$ cat config.mk
export PLATFORM = sky130hd
export DESIGN_NAME = laser_point_feeder_flat
export DESIGN_NICKNAME = d
export VERILOG_FILES = /design/src/rtl/laser_pkg.sv /design/src/rtl/laser_point_feeder_if.sv /design/src/rtl/laser_point_bank.sv /design/src/rtl/laser_point_feeder.sv /design/src/flat_wrapper.sv
export SDC_FILE = /design/constraint.sdc
export NUM_CORES = 1
export LEC_CHECK = 0
export ABC_AREA = 1
export CAP_MARGIN = 0
export CORE_ASPECT_RATIO = 1.2
export CORE_MARGIN = 2
export CORE_UTILIZATION = 23
export DETAILED_ROUTE_END_ITERATION = 10
export DONT_BUFFER_PORTS = 1
export PLACE_DENSITY_LB_ADDON = 0.12
export SLEW_MARGIN = 20
export SYNTH_ARGS = -nofsm -noshare
export SYNTH_HDL_FRONTEND = slang
export SYNTH_SLANG_ARGS = --single-unit
$ cat constraint.sdc
create_clock -name CLK -period 2.8 [get_ports CLK]
set_clock_uncertainty 0.1 [all_clocks]
set_input_delay 0.56 -clock CLK [delete_from_list [all_inputs] [get_ports CLK]]
set_output_delay 0.56 -clock CLK [all_outputs]
set_load 0.005 [all_outputs]
$ cat src/rtl/laser_pkg.sv
// Constants and replay-state encoding shared by the point feeder and the solver.
package laser_pkg;

  localparam int NPTS    = 40;
  localparam int COORD_W = 4;

  typedef enum logic [1:0] {
    IDLE      = 2'd0,
    STREAM    = 2'd1,
    WAIT_DONE = 2'd2
  } replay_state_t;

endpackage

$ cat src/rtl/laser_point_feeder_if.sv
// Host-load and solver-replay signals of the laser point feeder.
// IN_*: a point transfers on a rising edge where IN_VALID && IN_READY; IN_READY never depends on IN_VALID.
interface laser_point_feeder_if #(
  parameter int COORD_W = laser_pkg::COORD_W
);

  logic               IN_VALID;
  logic               IN_READY;
  logic [COORD_W-1:0] IN_X;
  logic [COORD_W-1:0] IN_Y;
  logic               IN_LAST;
  logic               SOL_VALID;
  logic [COORD_W-1:0] SOL_X;
  logic [COORD_W-1:0] SOL_Y;
  logic               SOL_DONE;
  logic               FRAME_ERR;

  modport slave (
    input  IN_VALID, IN_X, IN_Y, IN_LAST, SOL_DONE,
    output IN_READY, SOL_VALID, SOL_X, SOL_Y, FRAME_ERR
  );

  modport master (
    output IN_VALID, IN_X, IN_Y, IN_LAST, SOL_DONE,
    input  IN_READY, SOL_VALID, SOL_X, SOL_Y, FRAME_ERR
  );

endinterface

$ cat src/rtl/laser_point_bank.sv
// One frame of points: synchronous single write port, asynchronous single read port.
module laser_point_bank #(
  parameter int NPTS  = laser_pkg::NPTS,
  parameter int DW    = 2 * laser_pkg::COORD_W,
  parameter int IDX_W = 6
) (
  input  logic             clk_i,
  input  logic             we_i,
  input  logic [IDX_W-1:0] waddr_i,
  input  logic [DW-1:0]    wdata_i,
  input  logic [IDX_W-1:0] raddr_i,
  output logic [DW-1:0]    rdata_o
);

  logic [DW-1:0] mem_q [NPTS];

  always_ff @(posedge clk_i) begin
    if (we_i) begin
      mem_q[waddr_i] <= wdata_i;
    end
  end

  assign rdata_o = mem_q[raddr_i];

endmodule

$ cat src/rtl/laser_point_feeder.sv
// Ping-pong point buffer: the host fills one bank while the other is replayed to the solver,
// NPTS points per frame, released by the solver's SOL_DONE pulse.
module laser_point_feeder #(
  parameter int NPTS    = laser_pkg::NPTS,
  parameter int COORD_W = laser_pkg::COORD_W
) (
  input  logic                     CLK,
  input  logic                     RST,
  laser_point_feeder_if.slave      bus,
  output laser_pkg::replay_state_t dbg_state_o
);

  import laser_pkg::*;

  localparam int               IDX_W    = (NPTS > 1) ? $clog2(NPTS) : 1;
  localparam int               DW       = 2 * COORD_W;
  localparam logic [IDX_W-1:0] LAST_IDX = IDX_W'(NPTS - 1);

  logic [1:0]         full_q, full_d;
  logic               wr_bank_q, wr_bank_d;
  logic               rd_bank_q, rd_bank_d;
  logic [IDX_W-1:0]   wr_idx_q, wr_idx_d;
  logic [IDX_W-1:0]   rd_idx_q, rd_idx_nxt;
  logic               rdy_en_q;
  logic               err_q, err_d;
  replay_state_t      state_q;
  logic               sol_valid_q;
  logic [COORD_W-1:0] sol_x_q, sol_y_q;

  logic               in_ready, accept, at_last, frame_ok, frame_bad, release_bank;
  logic [1:0]         bank_we;
  logic [DW-1:0]      bank_rdata [2];
  logic [DW-1:0]      rd_word;

  // rdy_en_q keeps IN_READY low during reset and until the first edge after release.
  assign in_ready     = rdy_en_q & ~full_q[wr_bank_q];
  assign accept       = bus.IN_VALID & in_ready;
  assign at_last      = (wr_idx_q == LAST_IDX);
  assign frame_ok     = accept & at_last & bus.IN_LAST;
  assign frame_bad    = accept & (at_last ^ bus.IN_LAST);
  assign release_bank = (state_q == WAIT_DONE) & bus.SOL_DONE;
  assign rd_idx_nxt   = (rd_idx_q == LAST_IDX) ? '0 : rd_idx_q + 1'b1;
  assign rd_word      = bank_rdata[rd_bank_q];

  for (genvar b = 0; b < 2; b++) begin : g_bank
    assign bank_we[b] = accept & (wr_bank_q == 1'(b));

    laser_point_bank #(
      .NPTS  (NPTS),
      .DW    (DW),
      .IDX_W (IDX_W)
    ) u_bank (
      .clk_i   (CLK),
      .we_i    (bank_we[b]),
      .waddr_i (wr_idx_q),
      .wdata_i ({bus.IN_X, bus.IN_Y}),
      .raddr_i (rd_idx_q),
      .rdata_o (bank_rdata[b])
    );
  end

  // Setting FULL on the write bank and clearing it on the read bank are independent updates.
  always_comb begin
    full_d    = full_q;
    wr_bank_d = wr_bank_q;
    wr_idx_d  = wr_idx_q;
    rd_bank_d = rd_bank_q;
    err_d     = 1'b0;
    if (frame_ok) begin
      full_d[wr_bank_q] = 1'b1;
      wr_idx_d          = '0;
      wr_bank_d         = ~wr_bank_q;
    end else if (frame_bad) begin
      wr_idx_d = '0;
      err_d    = 1'b1;
    end else if (accept) begin
      wr_idx_d = wr_idx_q + 1'b1;
    end
    if (release_bank) begin
      full_d[rd_bank_q] = 1'b0;
      rd_bank_d         = ~rd_bank_q;
    end
  end

  always_ff @(posedge CLK or negedge RST) begin
    if (!RST) begin
      full_q    <= '0;
      wr_bank_q <= 1'b0;
      rd_bank_q <= 1'b0;
      wr_idx_q  <= '0;
      rdy_en_q  <= 1'b0;
      err_q     <= 1'b0;
    end else begin
      full_q    <= full_d;
      wr_bank_q <= wr_bank_d;
      rd_bank_q <= rd_bank_d;
      wr_idx_q  <= wr_idx_d;
      rdy_en_q  <= 1'b1;
      err_q     <= err_d;
    end
  end

  // Each output register holds the entry being presented; rd_idx_q points at the next one
  // and is back at 0 once entry NPTS-1 has been loaded.
  always_ff @(posedge CLK or negedge RST) begin
    if (!RST) begin
      state_q     <= IDLE;
      rd_idx_q    <= '0;
      sol_valid_q <= 1'b0;
      sol_x_q     <= '0;
      sol_y_q     <= '0;
    end else begin
      case (state_q)
        IDLE: begin
          if (full_q[rd_bank_q]) begin
            state_q              <= STREAM;
            sol_valid_q          <= 1'b1;
            {sol_x_q, sol_y_q}   <= rd_word;
            rd_idx_q             <= rd_idx_nxt;
          end
        end
        STREAM: begin
          if (rd_idx_q == '0) begin
            state_q     <= WAIT_DONE;
            sol_valid_q <= 1'b0;
          end else begin
            {sol_x_q, sol_y_q} <= rd_word;
            rd_idx_q           <= rd_idx_nxt;
          end
        end
        WAIT_DONE: begin
          if (bus.SOL_DONE) begin
            state_q <= IDLE;
          end
        end
        default: state_q <= IDLE;
      endcase
    end
  end

  assign bus.IN_READY  = in_ready;
  assign bus.SOL_VALID = sol_valid_q;
  assign bus.SOL_X     = sol_x_q;
  assign bus.SOL_Y     = sol_y_q;
  assign bus.FRAME_ERR = err_q;
  assign dbg_state_o   = state_q;

endmodule

$ cat src/flat_wrapper.sv
// flat-port wrapper written by rule: the top's interface ports become plain ports
module laser_point_feeder_flat import laser_pkg::*;
#(
  parameter int NPTS    = laser_pkg::NPTS,
  parameter int COORD_W = laser_pkg::COORD_W
)
  (CLK, RST, dbg_state_o, bus_IN_VALID, bus_IN_X, bus_IN_Y, bus_IN_LAST, bus_SOL_DONE, bus_IN_READY, bus_SOL_VALID, bus_SOL_X, bus_SOL_Y, bus_FRAME_ERR);
  laser_point_feeder_if #(.COORD_W(COORD_W)) bus_i ();
  input  logic CLK;
  input  logic RST;
  output laser_pkg::replay_state_t dbg_state_o;
  input wire logic [$bits(bus_i.IN_VALID)-1:0] bus_IN_VALID;
  input wire logic [$bits(bus_i.IN_X)-1:0] bus_IN_X;
  input wire logic [$bits(bus_i.IN_Y)-1:0] bus_IN_Y;
  input wire logic [$bits(bus_i.IN_LAST)-1:0] bus_IN_LAST;
  input wire logic [$bits(bus_i.SOL_DONE)-1:0] bus_SOL_DONE;
  output wire logic [$bits(bus_i.IN_READY)-1:0] bus_IN_READY;
  output wire logic [$bits(bus_i.SOL_VALID)-1:0] bus_SOL_VALID;
  output wire logic [$bits(bus_i.SOL_X)-1:0] bus_SOL_X;
  output wire logic [$bits(bus_i.SOL_Y)-1:0] bus_SOL_Y;
  output wire logic [$bits(bus_i.FRAME_ERR)-1:0] bus_FRAME_ERR;
  assign bus_i.IN_VALID = bus_IN_VALID;
  assign bus_i.IN_X = bus_IN_X;
  assign bus_i.IN_Y = bus_IN_Y;
  assign bus_i.IN_LAST = bus_IN_LAST;
  assign bus_i.SOL_DONE = bus_SOL_DONE;
  assign bus_IN_READY = bus_i.IN_READY;
  assign bus_SOL_VALID = bus_i.SOL_VALID;
  assign bus_SOL_X = bus_i.SOL_X;
  assign bus_SOL_Y = bus_i.SOL_Y;
  assign bus_FRAME_ERR = bus_i.FRAME_ERR;
  laser_point_feeder #(.NPTS(NPTS), .COORD_W(COORD_W)) u_core (.CLK(CLK), .RST(RST), .bus(bus_i), .dbg_state_o(dbg_state_o));
endmodule
Word-level counts from Yosys, hierarchy flattened. Memory sizes are Yosys's and may differ from the RTL's. Cells that the tools add are included.

Register bits after elaboration: 29. Bits in writable memories: 640. Logic and storage cells: 92. Memories kept: 2.

Memory list: u_core.g_bank[0].u_bank.mem_q (words 40, bits a word 8, read ports 1, clocked after memory_dff 0, wr ports 1, line laser_point_bank.sv:15) `logic [DW-1:0] mem_q [NPTS];`; u_core.g_bank[1].u_bank.mem_q (words 40, bits a word 8, read ports 1, clocked after memory_dff 0, wr ports 1, line laser_point_bank.sv:15).

Add/subtract/negate cells: 2. Order comparisons: 5. Eq/ne operators: 8. Mux-type cells: 39. Bitwise gates (word level): 16. Reduce and logical (&&, ||, !) cells: 9.

Operators by type and width (count): two-way mux 6 bit (6); two-way mux 8 bit (3); two-way mux 4 bit (4); one-hot mux 4 bit (2 select lines) (2); two-way mux 1 bit (14); adder 6 x 1 -> 6 bit (second input constant) (2); equality test 6 bit (second input constant) (2); one-hot mux 6 bit (2 select lines) (1); two-way mux 2 bit (5); AND reduction 3 bit (3); AND 1 bit (8); logical NOT 6 bit (1); one-hot mux 2 bit (3 select lines) (1); < comparator 1 x 2 -> 1 bit (second input constant) (2); inequality test 2 x 1 -> 1 bit (second input constant) (2); inequality test 2 bit (second input constant) (2); NOT 1 bit (3); nonzero test 3 bit (1); AND 2 bit (1); demux 1 bit (select 1 bit) (2); equality test 2 x 1 -> 1 bit (second input constant) (1); equality test 2 bit (second input constant) (1); >= comparator 1 bit (second input constant) (2); >= comparator 2 bit (second input constant) (1); other kinds (8) (9).

Depth between registers and ports, before layout.
Word-level depth: 10. Gate-level depth with buffers: 15.

Modules after synthesis. Synthesis repeated with hierarchy kept, for this count alone.

Cell total of the unflattened synthesis: 2378. Area total of the unflattened synthesis: 27669.0 µm².

By module, submodules not included: laser_point_bank (times used 2, cells each 1091, area each 13090.1 µm², seq. area each 9609.2 µm²); laser_point_feeder (times used 1, cells each 196, area each 1488.9 µm², seq. area each 725.7 µm²).

Worst setup path after synthesis. Ideal clock, no wire load.

Kind: register to register. Start: register u_core.wr_bank_q. End: memory u_core.g_bank[1].u_bank.mem_q[35][0] (netlist bit), enable pin. Setup time: 0.370 ns. Data arrival time: 1.613 ns. Required time: 2.330 ns. Setup slack: 0.716 ns. Cell stages (with the launch flop): 9. Path buffers: 1. Cells stage by stage: dfrtp_1 -> nand2_1 -> nand2_1 -> nor2_1 -> nand2_1 -> clkinv_1 -> nand2_1 -> buf_2 -> nor2_1.

Longest elaborated chain between the ends: 8.

RTL lines: start, declared (line laser_point_feeder.sv:20) `logic wr_bank_q, wr_bank_d;`; start signal, assigned (line laser_point_feeder.sv:95) `wr_bank_q <= wr_bank_d;`; two-way mux 1 bit (implied by the code) (2 in series) (line laser_point_feeder.sv:36) `assign in_ready = rdy_en_q & ~full_q[wr_bank_q];`; NOT 1 bit (line laser_point_feeder.sv:36); AND 1 bit (line laser_point_feeder.sv:36); named net bus_IN_READY (line flat_wrapper.sv:17) `output wire logic [$bits(bus_i.IN_READY)-1:0] bus_IN_READY;`; AND 1 bit (line laser_point_feeder.sv:37) `assign accept = bus.IN_VALID & in_ready;`; AND 1 bit (line laser_point_feeder.sv:46) `assign bank_we[b] = accept & (wr_bank_q == 1'(b));`; two-way mux 1 bit (line laser_point_bank.sv:18) `if (we_i) begin`; two-way mux 1 bit (implied by the code) (line laser_point_bank.sv:19) `mem_q[waddr_i] <= wdata_i;`; end, declared (line laser_point_bank.sv:15).

The timed path passes the listed nets, and every way through them passes these cells. The select of a mux whose other input is x is not followed.

Worst setup path in the final report.
Start: register u_core.rd_idx_q[0]. End: register u_core.sol_y_q[2], in the netlist u_core.bus.SOL_Y[2].

Longest elaborated chain between the ends: 6. Elaborated cells between the ends (all ways): 11. Those cells by class: 1 x eq/ne; 6 x mux; 2 x reduce/logical; 2 x memory.

RTL lines: start, declared (line laser_point_feeder.sv:23) `logic [IDX_W-1:0] rd_idx_q, rd_idx_nxt;`; start signal, assigned (line laser_point_feeder.sv:119) `rd_idx_q <= rd_idx_nxt;`; start signal, assigned (line laser_point_feeder.sv:128) `rd_idx_q <= rd_idx_nxt;`; memory (40 x 8 bit); two-way mux 8 bit (implied by the code) (3 in series) (line laser_point_feeder.sv:43) `assign rd_word = bank_rdata[rd_bank_q];`; two-way mux 4 bit (on tied branches) (line laser_point_feeder.sv:123, laser_point_feeder.sv:115); one-hot mux 4 bit (2 select lines) (line laser_point_feeder.sv:113) `case (state_q)`; end signal, assigned (line laser_point_feeder.sv:118) `{sol_x_q, sol_y_q} <= rd_word;`; end signal, assigned (line laser_point_feeder.sv:127) `{sol_x_q, sol_y_q} <= rd_word;`; end, declared (line laser_point_feeder.sv:28) `logic [COORD_W-1:0] sol_x_q, sol_y_q;`.

Several ways; a longest one is shown, not always the timed one. The select of a mux whose other input is x is not followed. A chain may end at the register's enable or synchronous reset.

==> metrics.cfg <==
[setup_path]
reg2regPathDepth=14
critPathMaxFanout=42
crit_path_end_kind=flop
cp.arrival_ns=3.08
worstPathRequired_ns=3.24
cp-start-kind=flop
critical_path_class=reg -> reg

[timing]
rsz0062_at_grt=false
finalSetupTns_ns=0
max_freq_mhz=380.1
slew_violations=0
hold_ws_ns=0.1509
worst_slew_pin_slew_ns=0.6632
relSlewSlack_pct=55.79
hold_viol=0
period_needed_ns=2.631
timing.final.crit_share_pct=93.96
setup_ws_ns=0.1691
setup_viol=0

[cts]
clkTransAtPathRegs_ns=0.06
clk_path_buf_depth=3
ctsResizeCount=0
numCtsBuffers=76
clock_latency_ns=0.65
clock-root-buffer=clkbuf_16
clock-sinks=669
cts_setup_buffers=0
cts_tree=built
h-tree-depth=3

[global_route]
grt_max_degree=91
grt_pass1_wl_microns=136800
overflow=0
antenna_found_initial=0
grt.total_usage_pct=14.85
grt_pass1_vias=19877

[synth]
synth.ff_latch_count=669
yosys.cell_types.count=33
synth_area_sq_um=28280
syn_nets=2633
synth_area_per_cell_sq_um=10.80
synthCells=2617
ys_seq_area_share_pct=70.53
yosysWarnings=0

[status]
run_status=completed

[pwr]
p_switching_mw=11.77
powerDensity_nw_per_um2=940.0
p_comb_share_pct=32.9
sw_frac_of_total_pct=37.09
p_int_mw=19.97
irDropWorstVdd_mv=0.8358
p_clk_share_pct=30.8
power.share.sequential_pct=36.3
p_total_mw=31.74
p_leak_nw=12.76

[hold_path]
hp-class=in -> reg
worstHoldPathCells=3

[run]
cap_violations=0

[placement]
place_worst_setup_slack_ns=0.1367
dpl.hpwl_microns=56500
post_dp_cell_area_sq_um=31110
gp_congestion=0.7735
numPortBuffers=0

[routing]
dr.pass1.iters=5
vias=18962
antenna_left=0
totalWireLength_microns=92500
detail_route.wl_per_cell_microns=20.87
viasPerCell=4.277
drtIter0Drc=1473
drc_errors=0

[floorplanning]
floorplan.initialDensity_pct=23.23
std_cell_rows=140
die_y_microns=388.1
die_area_sq_um=125800
num_io_pins=26
core_sq_um=121700
fp.dieW_microns=324.1

[layout]
drive_gt1_share_pct=10.54
n_antenna_cell=0
final_cell_area_sq_um=33760
finalNetCount=2757
areaGrowthSynthToFinish_pct=19.40

==> stage by stage <==
step           util [%]  std cells
6_report          27.73       4433
2_1_floorplan         -       2617
3_5_place_dp      25.55       4285
5_1_grt           27.73       4433
3_3_place_gp      25.55       4285
4_1_cts           27.73       4433
==> final cells by class <==
| class | instances | area, sq um |
|---|---|---|
| inverter | 232 | 880.8 |
| tap | 1633 | 2043 |
| sequential | 669 | 19950 |
| clock inverter | 32 | 289.0 |
| fill | 12728 | 87980 |
| timing repair buffer | 184 | 1809 |
| multi-input combinational | 1578 | 6685 |
| clock buffer | 105 | 2103 |
==> registers in the layout, summed over array words and instances (netlist names) <==
| register | flops |
|---|---|
| u_core.bus.SOL_Y | 4 |
| u_core.dbg_state_o | 2 |
| u_core.wr_bank_q | 1 |
| u_core.bus.SOL_VALID | 1 |
| u_core.full_q | 2 |
| u_core.rdy_en_q | 1 |
| u_core.wr_idx_q | 6 |
| u_core.rd_bank_q | 1 |
| u_core.bus.SOL_X | 4 |
| u_core.bus.FRAME_ERR | 1 |
| u_core.rd_idx_q | 6 |
| u_core.g_bank.u_bank.mem_q | 640 |
==> cell usage in the layout, fill, tap and decap left out, types with 16 or more instances in the layout <==
cell	count
nand2_1	761
edfxtp_1	640
nor2_1	314
inv_1	222
nand3_1	191
buf_4	153
a21oi_1	102
o21ai_0	101
clkbuf_16	78
o21ai_1	36
dfrtp_1	27
clkbuf_1	22
buf_12	21
clkinv_1	20
o22ai_1	16
==> worst max-delay path: stages, from the launching register on <==
cell and delay, ns:
dfrtp_4 0.49, buf_12 0.28, buf_12 0.24, buf_4 0.22, nand2_1 0.08, nand3_1 0.07
nand2_1 0.05, nand2_1 0.05, nand2_1 0.07, nor2_1 0.27, nand2_1 0.25, nand3_1 0.14
nand2_1 0.06, nand3_1 0.07, nand2_1 0.05
==> cell families after synthesis <==
group,synth area share (%)
flip-flops,70.53
AO/OA/AOI/OAI,5.129
AND/OR/NAND/NOR,18.23
buffers and inverters,5.841
XOR/XNOR,0.1239
other,0.01326
adder cells (fa/ha/maj),0.1328
==> worst paths after layout <==
path,slack [ns],to,from
worst min register to register,0.42,u_core.bus.SOL_VALID,u_core.bus.SOL_VALID
worst max register to register,0.17,u_core.bus.SOL_Y[2],u_core.rd_idx_q[0]
min in group asynchronous,0.29,u_core.bus.SOL_Y[2],RST
max in group asynchronous,2.09,u_core.rd_idx_q[0],RST
worst min-delay path,0.15,u_core.wr_idx_q[2],bus_IN_LAST
worst max-delay path,0.17,u_core.bus.SOL_Y[2],u_core.rd_idx_q[0]
==> Yosys cell counts <==
master	count	area, sq um
a211oi_1	5	37.54
a21oi_1	102	510.5
a22oi_1	1	7.510
a31oi_1	2	12.51
and3_1	1	6.260
buf_2	78	390.4
buf_4	18	135.1
buf_6	13	146.4
clkbuf_1	29	108.9
clkinv_1	8	30.03
conb_1	1	3.750
dfrtp_1	29	725.7
edfxtp_1	640	19220
ha_1	3	37.54
inv_1	223	837.1
inv_2	1	3.750
nand2_1	761	2856
nand2_2	2	12.51
nand3_1	191	955.9
nand4_1	7	43.79
nor2_1	316	1186
nor2_2	1	6.260
nor3_1	14	70.07
nor3_2	1	10.01
nor4_1	1	6.260
o2111ai_1	1	8.760
o211ai_1	6	45.04
o21ai_0	101	505.5
o21ai_1	36	180.2
o221ai_1	4	35.03
o22ai_1	16	100.1
o31ai_1	1	7.510
xor2_1	4	35.03
==> repair_timing <==
| item | CTS | global route |
|---|---|---|
| endpoints found under the setup margin | 0 | 0 |
| hold endpoints to repair | 670 | 0 |
| hold buffers | 11 | 0 |
==> routing by layer <==
metal	vias up	GRT usage (%)	routed length, microns
li1	9014	-	-
met3	105	2.141	3466
met2	347	25.89	46170
met1	9496	19.11	41070
met4	0	3.931	1798
met5	-	0	0
==> power by group through the flow <==
stage	registers [mW]	logic, mW	clock network [mW]
2_1_floorplan	11.5	6.30	0
3_3_place_gp	11.7	10.5	0
3_5_place_dp	11.7	10.5	0
4_1_cts	11.5	10.8	10.1
5_1_grt	11.5	11.7	10.5
6_report	11.5	10.4	9.79
Power figures use the tool's default switching activity.
==> variant: new RTL, same settings <==
`COORD_W`: 4 -> 5.
--- a/src/rtl/laser_pkg.sv
+++ b/src/rtl/laser_pkg.sv
@@ -2,7 +2,7 @@
 package laser_pkg;
 
   localparam int NPTS    = 40;
-  localparam int COORD_W = 4;
+  localparam int COORD_W = 5;
 
   typedef enum logic [1:0] {
     IDLE      = 2'd0,
Ports: changed (resized bus_IN_X, bus_IN_Y, bus_SOL_X and bus_SOL_Y); port bits go from 26 to 30. No check against the original RTL was run, so the function may have changed too.
==> variant against the original RTL <==
Sequential power rose by 23%. Wire length rose by 25%. Core utilization fell by 0.44 points. Critical path depth fell by 1. Global-route usage barely moved. Synthesized cell count rose by 24%. Setup slack got worse by 0.026 ns. Design area rose by 23%. Die area rose by 24%. Sequential cell count rose by 162. Total power rose by 23%. Area after synthesis rose by 25%. Critical path type unchanged. Largest cell class unchanged.
==> variant: results (changes against the original RTL) <==
dpl cells 5,250 (+23%); synthesized area per cell 10.89 um^2 (+0.76%); status completed; Synth top cells by count nand2_1, edfxtp_1, nor2_1; first-pass GRT wire length 168,200 um (+23%); vias 22,800 (+20%); Worst Hold Launch bus_SOL_DONE; Finished Layout Cells 5,421 (+22%); final WL 115,600 um (+25%); pin count of the biggest net entering global routing 83 (-8.8%); Yosys cell types 37 (+12%); top post-synthesis cells by area edfxtp_1, nand2_1, nand3_1; Slowest Stage Delay on Critical Path 0.53 ns (+0.04 ns); RePlAce Congestion 0.7821 (+1.1%); sequential area share after synthesis 70.39% (-0.14 points); Max-slew headroom 56.56% (+0.77 points); Critical Path Sink u_core.bus.SOL_Y[1]; M1 WL 51,960 um (+27%); met2 WL 58,010 um (+26%); Design Power 38.91 mW (+23%); Switch Pwr 14.45 mW (+23%); routing usage on met1 19.10% (about the same); hold_buf cts 14 (+3); IR drop worst, VDD 0.4249 mV (-49%); hold depth 2 (-1); Min Hold Slack 0.1292 ns (-0.02164 ns); EDFF count, synth 800 (+25%); Num CTS Buffers 88 (+16%); static leakage 15.86 nW (+24%); fraction of layout cells with a size suffix above 1 9.758% (-0.78 points); DP Wirelength 68,880 um (+22%); largest fanout on the critical path 48 (+14%); placed cell areas 38,520 um^2 (+24%)
## variant: changes by cell type after synthesis, moves of 10 or more
cell,change
buf_2,-10
o22ai_1,-14
buf_4,+13
nand3_1,+76
o21ai_0,-10
inv_1,+60
a21oi_1,+44
o21ai_1,-17
nor2_1,-11
nand2_1,+297
edfxtp_1,+160
buf_6,+28
## variant: cell families after synthesis
| family | synth area share (%) |
|---|---|
| AO/OA/AOI/OAI | 4.262 |
| AND/OR/NAND/NOR | 18.70 |
| buffers and inverters | 6.354 |
| other | 0.01064 |
| XOR/XNOR | 0.1740 |
| flip-flops | 70.39 |
| adder cells (fa/ha/maj) | 0.1066 |
## variant: final cells by class
| class | instances | area, um^2 |
|---|---|---|
| sequential | 831 | 24810 |
| tap | 1987 | 2486 |
| clock inverter | 33 | 305.3 |
| antenna | 1 | 2.502 |
| clock buffer | 124 | 2454 |
| fill | 16070 | 110800 |
| multi-input combinational | 1946 | 8205 |
| timing repair buffer | 211 | 2242 |
| inverter | 288 | 1099 |
